**config.mk**
```make
export PLATFORM = sky130hd
export DESIGN_NAME = bist_controller_param
export DESIGN_NICKNAME = d
export VERILOG_FILES = /design/src/rtl/bist_controller_param.sv
export SDC_FILE = /design/constraint.sdc
export NUM_CORES = 1
export LEC_CHECK = 0
export ABC_CLOCK_PERIOD_IN_PS = 3500
export CORE_ASPECT_RATIO = 0.8
export CORE_MARGIN = 5
export CORE_UTILIZATION = 60
export DETAILED_ROUTE_END_ITERATION = 8
export GPL_ROUTABILITY_DRIVEN = 0
export GPL_TIMING_DRIVEN = 0
export PLACE_DENSITY_LB_ADDON = 0.08
export SLEW_MARGIN = 20
export SYNTH_ARGS = -nofsm -noshare
export SYNTH_HDL_FRONTEND = slang
export SYNTH_SLANG_ARGS = --single-unit
```
**constraint.sdc**
```tcl
create_clock -name clk -period 3.5 [get_ports clk]
set_input_delay 0.7 -clock clk [delete_from_list [all_inputs] [get_ports clk]]
set_output_delay 0.7 -clock clk [all_outputs]
set_load 0.005 [all_outputs]
```
**src/rtl/bist_controller_param.sv**
```systemverilog
// Parametrised LFSR/MISR BIST controller: drives pseudo-random patterns into a CUT,
// compacts the delayed responses and checks the final signature against GOLDEN.
module bist_controller_param #(
   parameter int unsigned      WIDTH      = 8,
   parameter logic [WIDTH-1:0] POLY       = 8'hB8,
   parameter logic [WIDTH-1:0] SEED       = 8'h01,
   parameter int unsigned      N_PATTERNS = 200,
   parameter int unsigned      CUT_LAT    = 0,
   parameter logic [WIDTH-1:0] GOLDEN     = 8'h00
) (
   input  logic             clk,
   input  logic             reset,
   input  logic             start,
   input  logic             abort,
   input  logic [WIDTH-1:0] cut_resp,
   output logic [WIDTH-1:0] pattern_out,
   output logic             pattern_valid,
   output logic             running,
   output logic             bist_end,
   output logic             pass,
   output logic [WIDTH-1:0] signature
);

   localparam int unsigned CW        = $clog2(N_PATTERNS + 1);
   localparam int unsigned FW        = 4;
   localparam bit          HAS_FLUSH = (CUT_LAT != 0);

   typedef enum logic [2:0] {
      S_IDLE,
      S_INIT,
      S_RUN,
      S_FLUSH,
      S_COMPARE,
      S_DONE
   } state_t;

   state_t           state;
   logic             start_q;
   logic             rise;
   logic             capture;
   logic [WIDTH-1:0] lfsr;
   logic [WIDTH-1:0] misr;
   logic [CW-1:0]    cnt;
   logic [FW-1:0]    fcnt;

   function automatic logic [WIDTH-1:0] lfsr_step(input logic [WIDTH-1:0] x);
      return x[0] ? ((x >> 1) ^ POLY) : (x >> 1);
   endfunction

   assign rise = start & ~start_q;

   // A response is captured CUT_LAT cycles after its pattern; elapsed cycles = cnt in RUN, N+fcnt in FLUSH
   always_comb begin
      capture = 1'b0;
      if (state == S_RUN)
         capture = (32'(cnt) + 32'd1 > CUT_LAT);
      else if (state == S_FLUSH)
         capture = (N_PATTERNS + 32'(fcnt) + 32'd1 > CUT_LAT);
   end

   always_ff @(posedge clk or negedge reset) begin
      if (!reset) begin
         state         <= S_IDLE;
         start_q       <= 1'b1;
         lfsr          <= SEED;
         misr          <= '0;
         cnt           <= '0;
         fcnt          <= '0;
         pattern_out   <= '0;
         pattern_valid <= 1'b0;
         running       <= 1'b0;
         bist_end      <= 1'b0;
         pass          <= 1'b0;
         signature     <= '0;
      end else begin
         start_q  <= start;
         bist_end <= 1'b0;
         if (capture)
            misr <= lfsr_step(misr) ^ cut_resp;

         // Abort from any running state returns to IDLE and clears the verdict
         if (abort && (state == S_INIT || state == S_RUN ||
                       state == S_FLUSH || state == S_COMPARE)) begin
            state         <= S_IDLE;
            running       <= 1'b0;
            pattern_valid <= 1'b0;
            pattern_out   <= '0;
            pass          <= 1'b0;
            signature     <= '0;
         end else begin
            case (state)
               S_IDLE: begin
                  if (rise) begin
                     state     <= S_INIT;
                     running   <= 1'b1;
                     lfsr      <= SEED;
                     misr      <= '0;
                     cnt       <= '0;
                     fcnt      <= '0;
                     pass      <= 1'b0;
                     signature <= '0;
                  end
               end
               S_INIT: begin
                  state         <= S_RUN;
                  pattern_out   <= lfsr;
                  pattern_valid <= 1'b1;
                  lfsr          <= lfsr_step(lfsr);
               end
               S_RUN: begin
                  if (cnt == CW'(N_PATTERNS - 1)) begin
                     pattern_out   <= '0;
                     pattern_valid <= 1'b0;
                     state         <= HAS_FLUSH ? S_FLUSH : S_COMPARE;
                  end else begin
                     cnt         <= cnt + CW'(1);
                     pattern_out <= lfsr;
                     lfsr        <= lfsr_step(lfsr);
                  end
               end
               S_FLUSH: begin
                  if (fcnt == FW'(CUT_LAT - 1))
                     state <= S_COMPARE;
                  else
                     fcnt <= fcnt + FW'(1);
               end
               S_COMPARE: begin
                  signature <= misr;
                  pass      <= (misr == GOLDEN);
                  running   <= 1'b0;
                  bist_end  <= 1'b1;
                  state     <= S_DONE;
               end
               S_DONE: begin
                  state <= S_IDLE;
               end
               default: begin
                  state <= S_IDLE;
               end
            endcase
         end
      end
   end

endmodule

```
==> tab_implementation.tex <==
\begin{tabular}{lr}
\hline
Metric & Value \\
\hline
\multicolumn{2}{l}{\textbf{Worst setup path}} \\
Crit path kind & in -> reg \\
CP Launch Type & input pin \\
FF-to-FF path depth & 6 \\
Largest fanout on the critical path & 9 \\
Category of the worst setup path capture point & register \\
Reg2Reg Setup Slack & around 1200 ps \\
Destination of the worst register-to-register timing path & misr[6]\$\_DFF\_PN0\_ \\
Startpoint of the most critical register-to-register path & cnt[0]\$\_DFFE\_PN0P\_ \\
Required time reported for the critical path endpoint & around 3700 ps \\
WP data arrival & roughly 2500 ps \\
\multicolumn{2}{l}{\textbf{Timing}} \\
Upper clock frequency limit & around 430 MHz \\
Final setup viols & 0 \\
Worst clock skew & 9.661 ps \\
Tmin final & between 2000 and 2500 ps \\
Count of endpoints failing hold in the final timing report & 0 \\
Slew HR & 0.4496 \\
Final worst-path cycle share & 0.6667 \\
Slew Limit Fails & 0 \\
Unrepaired setup endpoints after global routing & false \\
Least-Margin Pin Slew & 818.8 ps \\
Post-route setup TNS & 0 ps \\
\multicolumn{2}{l}{\textbf{Synthesis}} \\
Most used flip-flop cell after synthesis & dfrtp\_1 \\
FFs w/ async S/R, synth & 1.000 \\
Syn Inst Count & 265 \\
Yosys cell types & between 50 and 60 \\
Share of synthesized area occupied by flip-flops and latches & 0.4808 \\
Top post-synthesis cells by area & dfrtp\_1 46\%, a22o\_1 6.8\%, xnor2\_1 5.8\% \\
Count of flip-flops with a built-in enable after synthesis & 0 \\
Count of warnings emitted by yosys & 0 \\
Number of nets produced by synthesis & between 200 and 300 \\
Post-synthesis register bit count & 52 \\
Cell type with the largest total area after synthesis & dfrtp\_1 \\
Average instance area after synthesis & approximately 10 um\^{}2 \\
Yosys top cell area share & 0.4615 \\
Syn Std Cell Area & between 0.002 and 0.003 mm\^{}2 \\
\multicolumn{2}{l}{\textbf{Clocking}} \\
Clock-pin slew of the registers on the worst-case setup and hold paths & 90 ps \\
Root Driver & clkbuf\_8 \\
Cts repair resizes & 0 \\
Clock tree sinks & between 50 and 60 \\
Post-CTS Repair Setup Buffers & 0 \\
CTS tree & done \\
Clock buffer count from CTS & 5 \\
Latest clock arrival within the worst-skew pair & $\sim$300 ps \\
Maximum number of buffers from clock root to sink & 2 \\
Hold bufs inserted after CTS & 0 \\
Maximum level of the CTS H-tree & 2 \\
\multicolumn{2}{l}{\textbf{Floorplan}} \\
Effective utilization at floorplan & 0.6331 \\
Rows & 21 \\
I/O pin count & 32 \\
X dimension of the die & 85.16 um \\
Die height & roughly 70 um \\
Core area & about 0.0043 mm\^{}2 \\
Die Area & about 0.0060 mm\^{}2 \\
\multicolumn{2}{l}{\textbf{Cells and area}} \\
Area growth from synthesis to final layout & 16.98\% \\
Number of diodes & 0 \\
Combined area of the multi-input logic cells & roughly 0.0013 mm\^{}2 \\
Finished Layout Cells & 360 \\
Fillers & approximately 330 \\
Share of post-route cells with drive strength above 1 & 0.08251 \\
Area occupied by registers & approximately 0.0013 mm\^{}2 \\
Final \#Nets & roughly 320 \\
\multicolumn{2}{l}{\textbf{Placement}} \\
Post-detailed-placement half-perimeter wirelength & 4411 um \\
Cell count after placement & $\sim$350 \\
Number of buffer cells added on primary ports & 31 \\
\multicolumn{2}{l}{\textbf{Pwr}} \\
Combinational group share of total power & 0.436 \\
Switching part of the total power & 0.3784 \\
Leakage power & between 1 and 1.5 nW \\
Power share of the sequential group & 0.417 \\
Maximum vdd drop & between 0.3 and 0.4 mV \\
Power per Cell Area & approximately 700 mW/mm\^{}2 \\
Total net switching power & approximately 840 uW \\
P\_int & roughly 1.4 mW \\
Clock network fraction of total power & 0.146 \\
\multicolumn{2}{l}{\textbf{Global routing}} \\
Total global routing overflow & 0 \\
Pin count of the biggest net entering global routing & between 50 and 60 \\
Overall fraction of global-route tracks in use & 0.2182 \\
Number of global-route vias before repair & approximately 2200 \\
Antenna violations before repair & 0 \\
Wire length of the first global-routing pass & 10630 um \\
\multicolumn{2}{l}{\textbf{Route}} \\
Detailed-router iteration count before antenna repair & 4 \\
Number of remaining DRC errors & 0 \\
Vias & around 2200 \\
Routed len/inst & $\sim$17 um \\
Antenna-violating nets left & 0 \\
Total Routed Length & around 6200 um \\
Routed vias/inst & between 6 and 7 \\
Number of violations reported at the end of detailed-routing iteration 0 & between 300 and 400 \\
\multicolumn{2}{l}{\textbf{Worst hold path}} \\
Worst min path class & in -> async \\
\multicolumn{2}{l}{\textbf{Run}} \\
Max-cap check violation count & 0 \\
\multicolumn{2}{l}{\textbf{Status}} \\
Run status & finished, final reports clean \\
\hline
\end{tabular}
synthesized netlist by cell type (2+ instances only):
library cell / number
dfstp_2: 2
o21ai_0: 16
nand2b_1: 5
nand2_1: 12
nand3b_1: 2
dfrtp_1: 50
a22o_1: 21
xor2_1: 2
a21oi_1: 4
a41oi_1: 3
nor4_1: 3
xnor2_1: 18
a22oi_1: 5
nand3_1: 7
o31ai_1: 3
a31oi_1: 9
buf_2: 5
o211ai_1: 4
nor2_1: 25
o41ai_1: 3
clkbuf_1: 11
ha_1: 3
nand4_1: 12
buf_6: 2
nor3_1: 2
mux2_4: 3
inv_1: 3
o21a_1: 2
and3_1: 3
mux2i_1: 3
cell families (layout without fill, tap and decap cells):
kind of cell | Yosys count | count (layout) | synth area share
and+or+nand+nor | 79 | 79 | 0.1514
DFF | 52 | 52 | 0.4808
buffers and inverters | 23 | 61 | 0.03968
muxes | 6 | 6 | 0.02769
AOI/OAI and AO/OA | 82 | 82 | 0.2220
xor gates and xnor gates | 20 | 20 | 0.06461
adders and majority gates | 3 | 3 | 0.01385
metal layers:
| metal | track usage | wire length, um | vias up |
|---|---|---|---|
| li1 | - | - | 1069 |
| met1 | 0.3290 | 2887 | 1093 |
| met2 | 0.3172 | 2847 | 77 |
| met3 | 0.04348 | 403 | 5 |
| met4 | 0.06327 | 48 | 0 |
| met5 | 0 | 0 | - |
cell type report:
cell class	instances	share of cell area
Multi-Input combinational cell	190	0.4099
Clock buffer	5	0.02170
Sequential cell	52	0.4110
Tap cell	57	0.02249
Timing Repair Buffer	31	0.09704
Inverter	4	0.004734
Clock inverter	2	0.003945
Buffer	19	0.02919
worst max path at each step:
stage / from / endpoint / cells after the start
final: abort / lfsr[4]$_DFFE_PN0P_ / 7
after global routing: cnt[0]$_DFFE_PN0P_ / misr[6]$_DFF_PN0_ / 6
after CTS: abort / lfsr[4]$_DFFE_PN0P_ / 7
after detailed placement: abort / lfsr[5]$_DFFE_PN0P_ / 7
after global placement: reset / fcnt[0]$_DFFE_PN0P_ / 1
after floorplan: cnt[5]$_DFFE_PN0P_ / lfsr[3]$_DFFE_PN0P_ / 7
through the flow:
step	hold WS (ps)	utilization	cell area, um^2	total power, mW	setup WS [ps]
5_1_grt	459.8	0.7406	3172	2.389	1051
3_5_place_dp	473.0	0.7216	3090	1.897	923.7
4_1_cts	443.8	0.7406	3172	2.229	1199
6_report	403.7	0.7406	3172	2.225	1167
3_3_place_gp	463.0	0.7222	3093	1.863	181.3
2_1_floorplan	404.4	-	2711	1.565	1477
flip-flops by register name, indices dropped and copies added (netlist names):
signal	cells
pass	1
signature	8
start_q	1
state	3
bist_end	1
pattern_out	8
cnt	8
pattern_valid	1
lfsr	8
fcnt	4
misr	8
running	1
critical path, cell delays in order:
cell and delay (ps):
clkdlybuf4s50_1 530, clkinv_1 270, o211a_1 210, o21ai_2 180, o31a_1 180, buf_6 140
mux2_4 300
placed cells by master, fill, tap and decap left out, drive strengths merged, types with 2 or more instances in the layout:
master         netlist  final
a22o                21     21
o31ai                3      3
a31oi                9      9
nor4                 4      4
clkinv               1      2
xnor2               18     18
a22oi                5      5
nand2b               5      5
clkbuf              11     16
ha                   3      3
nand3b               2      2
o21ai               18     18
a41oi                3      3
nand2               12     12
mux2                 3      3
dfrtp               50     50
clkdlybuf4s50        0     30
and3                 3      3
o211ai               4      4
inv                  3      3
nand4               12     12
nor3                 3      3
dfstp                2      2
nor2                25     25
nand3                7      7
buf                  8      9
o41ai                3      3
or4                  2      2
a21oi                4      4
o21a                 2      2
mux2i                3      3
xor2                 2      2
power groups by stage:
| stage | combinational [mW] | sequential [mW] | clock [mW] |
|---|---|---|---|
| 6_report | 0.971 | 0.929 | 0.325 |
| 5_1_grt | 1.08 | 0.954 | 0.359 |
| 4_1_cts | 0.972 | 0.925 | 0.332 |
| 3_5_place_dp | 0.962 | 0.935 | 0 |
| 3_3_place_gp | 0.934 | 0.929 | 0 |
| 2_1_floorplan | 0.663 | 0.901 | 0 |
Note: power is estimated with default switching activity, not from simulation.
==> RTL change 1 (config.mk and constraints unchanged) <==
Encoding of `state_t`: now one-hot (6 bits for 6 states).
--- a/src/rtl/bist_controller_param.sv
+++ b/src/rtl/bist_controller_param.sv
@@ -25,13 +25,13 @@
    localparam int unsigned FW        = 4;
    localparam bit          HAS_FLUSH = (CUT_LAT != 0);
 
-   typedef enum logic [2:0] {
-      S_IDLE,
-      S_INIT,
-      S_RUN,
-      S_FLUSH,
-      S_COMPARE,
-      S_DONE
+   typedef enum logic [5:0] {
+      S_IDLE    = 6'b000001,
+      S_INIT    = 6'b000010,
+      S_RUN     = 6'b000100,
+      S_FLUSH   = 6'b001000,
+      S_COMPARE = 6'b010000,
+      S_DONE    = 6'b100000
    } state_t;
 
    state_t           state;
Behaviour: no difference found for any inputs over 10 cycles, from zero or initial values and one cycle with reset low; not proved beyond that.
==> RTL change 1 against the original RTL <==
Setup slack lost 210 ps. First-iteration DRC count shrank 65%. Sequential cell count shrank 2. Area after synthesis shrank 12%. Cell area shrank 9.4%. Count of clock-buffer cells in the layout grew 3. Routed wire length shrank 27%. Core utilization grew 0.97 points. Total power shrank 25%. Largest power group is now sequential cells.
==> RTL change 1: results (changes against the original RTL) <==
Status - finished clean (unchanged)
XOR/XNOR share of the synthesized area - 6.938% (was 6.461%)
Post-Route Skew - 6.060 ps (was 9.661 ps)
Combinational power - 0.554 mW (was 0.971 mW)
Share of post-route cells with drive strength above 1 - 13.49% (was 8.251%)
Unique cell type count in the Yosys netlist - 46 (was 52)
Non-clk buf share - 13.76% (was 12.62%)
Diode count - 0 (unchanged)
Non-clk invs - 1 (was 4)
Clock Power - 0.317 mW (was 0.325 mW)
CP Data Arrival Time - 2730 ps (was 2520 ps)
Worst vdd ir - 481.3 uV (was 394.2 uV)
N_taps - 55 (was 57)
CTS clk-pin slew, worst paths - 90 ps (about the same)
Seq cells post-synth - 50 (was 52)
Port bufs - 31 (unchanged)
Least-Margin Pin Slew - 770.7 ps (was 818.8 ps)
Critical path's slowest cell - clkdlybuf4s50_1 (unchanged)
First-pass GRT wire length - 7831 um (was 10630 um)
Reg area - 0.001255 mm^2 (was 0.001304 mm^2)
Worst flop-to-flop path endpoint - lfsr[5] (was misr[6])
Final WL - 4534 um (was 6187 um)
Most instantiated cells after synthesis - 47 x dfrtp_1, 26 x nand2_1, 19 x a22o_1 (was 50 x dfrtp_1, 25 x nor2_1, 21 x a22o_1)
Clkbuf count - 8 (was 5)
Syn_nets - 226 (was 280)
Initial drt markers - 113 (was 320)
R2R Setup Slk - 1000 ps (was 1180 ps)
Signal buffers - 45 (was 50)
Largest net degree at the start of global routing - 34 (was 53)
Clock network area share - 2.787% (was 2.564%)
Top cells by area, synth - dfrtp_1 49%, a22o_1 6.9%, xnor2_1 4.7%, mux2i_1 4.2%, nand2_1 4.1% (was dfrtp_1 46%, a22o_1 6.8%, xnor2_1 5.8%, nor2_1 3.5%, o21ai_0 3.0%)
CP top delay family - simple AND/OR/NAND/NOR gates (was buffers and inverters)
Final Net Count - 265 (was 318)
Post-synthesis sequential area ratio - 52.32% (was 48.08%)
Reg2reg start - cnt[0] (unchanged)
Initial antenna violation count - 0 (unchanged)
Leakage - 1.277 nW (was 1.334 nW)
HPWL after DPL - 3245 um (was 4411 um)
Vias/cell - 5.596 (was 6.233)
Adder-cell share of the synthesized area - 1.043% (was 1.384%)
Multi-input gate count - 148 (was 190)
GRT Util Overall - 19.37% (was 21.82%)
Mux contribution to synthesized area - 7.460% (was 2.769%)
Max clock buf depth - 2 (unchanged)
Fraction of area in multi-input gates - 37.24% (was 40.99%)
Postcts setup bufs - 0 (unchanged)
Worst-path maximum fanout - 7 (was 9)
Switching share of total power - 32.21% (was 37.84%)
Vias in the first global route - 1644 (was 2192)
Post-synthesis compound-gate area fraction - 14.19% (was 22.20%)
CTS resizes - 0 (unchanged)
Crit path largest cell delay - 530 ps (about the same)
1st-pass router iterations - 4 (unchanged)
Synth warn - 0 (unchanged)
Fillers - 284 (was 325)
==> RTL change 1: changes by cell type in the layout (fill, tap and decap cells not counted), sizes merged, moves of 5 or more <==
cell,unedited run,this run
xnor2,18,13
mux2i,3,10
nand2,12,26
nand2b,5,0
o21ai,18,9
a31oi,9,1
nand4,12,2
a22oi,5,0
nor2,25,15
==> RTL change 1: metal layers <==
layer	vias up	global-route usage, %	routed length [um]
li1	839	-	-
met1	841	29.69	2399
met2	36	26.86	1949
met3	2	5.270	165
met4	0	5.063	20
met5	-	0	0
==> RTL change 1: through the flow <==
stage / setup slack (ps) / hold WS, ps / instances / instance area, um^2 / power, mW
2_1_floorplan: 1390 / 404.4 / 212 / 2399 / 1.168
3_3_place_gp: 321.9 / 466.8 / 298 / 2778 / 1.348
3_5_place_dp: 661.7 / 481.5 / 299 / 2793 / 1.363
4_1_cts: 969.1 / 331.1 / 307 / 2873 / 1.682
5_1_grt: 842.8 / 340.3 / 307 / 2873 / 1.798
6_report: 954.4 / 326.1 / 307 / 2873 / 1.673
==> RTL change 2 (same settings) <==
Made on the original files. The parameter `N_PATTERNS` goes from 200 to 100.
--- a/src/rtl/bist_controller_param.sv
+++ b/src/rtl/bist_controller_param.sv
@@ -4,7 +4,7 @@
    parameter int unsigned      WIDTH      = 8,
    parameter logic [WIDTH-1:0] POLY       = 8'hB8,
    parameter logic [WIDTH-1:0] SEED       = 8'h01,
-   parameter int unsigned      N_PATTERNS = 200,
+   parameter int unsigned      N_PATTERNS = 100,
    parameter int unsigned      CUT_LAT    = 0,
    parameter logic [WIDTH-1:0] GOLDEN     = 8'h00
 ) (
Behaviour: same outputs for any inputs over 10 cycles, from zero or initial values and one cycle with reset low; that may be too few to reach the edited logic, so the function may still have changed.
==> RTL change 2 against the original RTL <==
Cell area down 4.5%. Routed wire length down 16%. Area after synthesis down 5.6%. Clock skew down 6.4 ps. Sequential cell count down 1. Critical path depth down 2. Setup slack better by 150 ps.
Power is not compared: it rests on default switching activity, and its combinational part moved more than twofold at a synthesized area within 25%.
==> RTL change 2: results (changes against the original RTL) <==
Port bufs - 30 (was 31)
Mux contribution to synthesized area - 4.890% (was 2.769%)
Vias/cell - 5.820 (was 6.233)
GRT Util Overall - 19.65% (was 21.82%)
Largest net degree at the start of global routing - 34 (was 53)
Hold WS - 328.9 ps (was 403.7 ps)
Post-synthesis sequential area ratio - 49.98% (was 48.08%)
Post-synthesis compound-gate area fraction - 21.47% (was 22.20%)
Synth warn - 0 (unchanged)
Unique cell type count in the Yosys netlist - 49 (was 52)
Most instantiated cells after synthesis - 49 x dfrtp_1, 22 x a22o_1, 18 x nand2_1 (was 50 x dfrtp_1, 25 x nor2_1, 21 x a22o_1)
Adder-cell share of the synthesized area - 0.9780% (was 1.384%)
CTS Buf Count - 5 (unchanged)
XOR/XNOR share of the synthesized area - 4.792% (was 6.461%)
Crit path largest cell delay - 750 ps (was 530 ps)
NetSw - 0.4777 mW
Status - finished clean (unchanged)
Critical path's slowest cell - o22ai_1 (was clkdlybuf4s50_1)
Share of post-route cells with drive strength above 1 - 8.511% (was 8.251%)
Top cells by area, synth - dfrtp_1 48%, a22o_1 7.5%, xnor2_1 3.8%, mux2i_1 3.1%, o31ai_1 2.9% (was dfrtp_1 46%, a22o_1 6.8%, xnor2_1 5.8%, nor2_1 3.5%, o21ai_0 3.0%)
Vias in the first global route - 1773 (was 2192)
Post-Route Skew - 3.251 ps (was 9.661 ps)
H-tree levels - 2 (unchanged)
First-pass GRT wire length - 8714 um (was 10630 um)
CP Data Arrival Time - 2420 ps (was 2520 ps)
R2R Setup Slk - 1320 ps (was 1180 ps)
Reg2Reg Depth - 5 (was 6)
Initial drt markers - 114 (was 320)
Least-Margin Pin Slew - 941.6 ps (was 818.8 ps)
Initial antenna violation count - 0 (unchanged)
Worst-path maximum fanout - 10 (was 9)
Final WL - 5220 um (was 6187 um)
Final Net Count - 295 (was 318)
HPWL after DPL - 3783 um (was 4411 um)
==> RTL change 2: final timing paths <==
| path | start | to |
|---|---|---|
| worst max-delay path | state[0] | signature[3] |
| worst min-delay path | reset | cnt[4] |
| worst max register to register | state[0] | signature[3] |
| worst min register to register | pass | pass |
| max in group asynchronous | reset | lfsr[0] |
| min in group clk | pass | pass |
==> RTL change 2: logic make-up after synthesis <==
group / after synthesis
AO/OA/AOI/OAI: 74
multiplexers: 11
buffers and inverters: 21
adder cells (fa/ha/maj): 2
AND/OR/NAND/NOR: 70
flip-flops: 51
XOR/XNOR: 14
==> RTL change 2: critical path, delay by kind of cell (launching register included) <==
| family | cells | cell delay, ps |
|---|---|---|
| AOI/OAI and AO/OA | 3 | 1140 |
| buffers and inverters | 1 | 220 |
| DFF | 1 | 410 |
| and+or+nand+nor | 1 | 350 |
==> RTL change 2: area by class of cell <==
cell class	count	area, um^2
buffer	14	72.57
clock buffer	6	72.57
clock inverter	2	12.51
fill	319	1121
inverter	7	26.28
multi-input combinational	171	1181
sequential	51	1279
tap	57	71.32
timing repair buffer	31	315.3
==> RTL change 2: through the flow <==
step / instance area [um^2] / utilization, % / power, mW / std cells / setup WS [ps]
2_1_floorplan: 2559 / - / 1.056 / 243 / 1523
3_3_place_gp: 2930 / 70.58 / 1.186 / 330 / 287.6
3_5_place_dp: 2945 / 70.95 / 1.208 / 331 / 1109
4_1_cts: 3030 / 73.00 / 1.538 / 339 / 1321
5_1_grt: 3030 / 73.00 / 1.616 / 339 / 1178
6_report: 3030 / 73.00 / 1.527 / 339 / 1319
==> RTL change 2: layer usage <==
layer  global-route usage [%]  part of all wire, %
met5                        0                    0
met4                    6.122                  1.2
met3                    3.610                  4.2
met2                    29.80                   44
met1                    28.85                   50
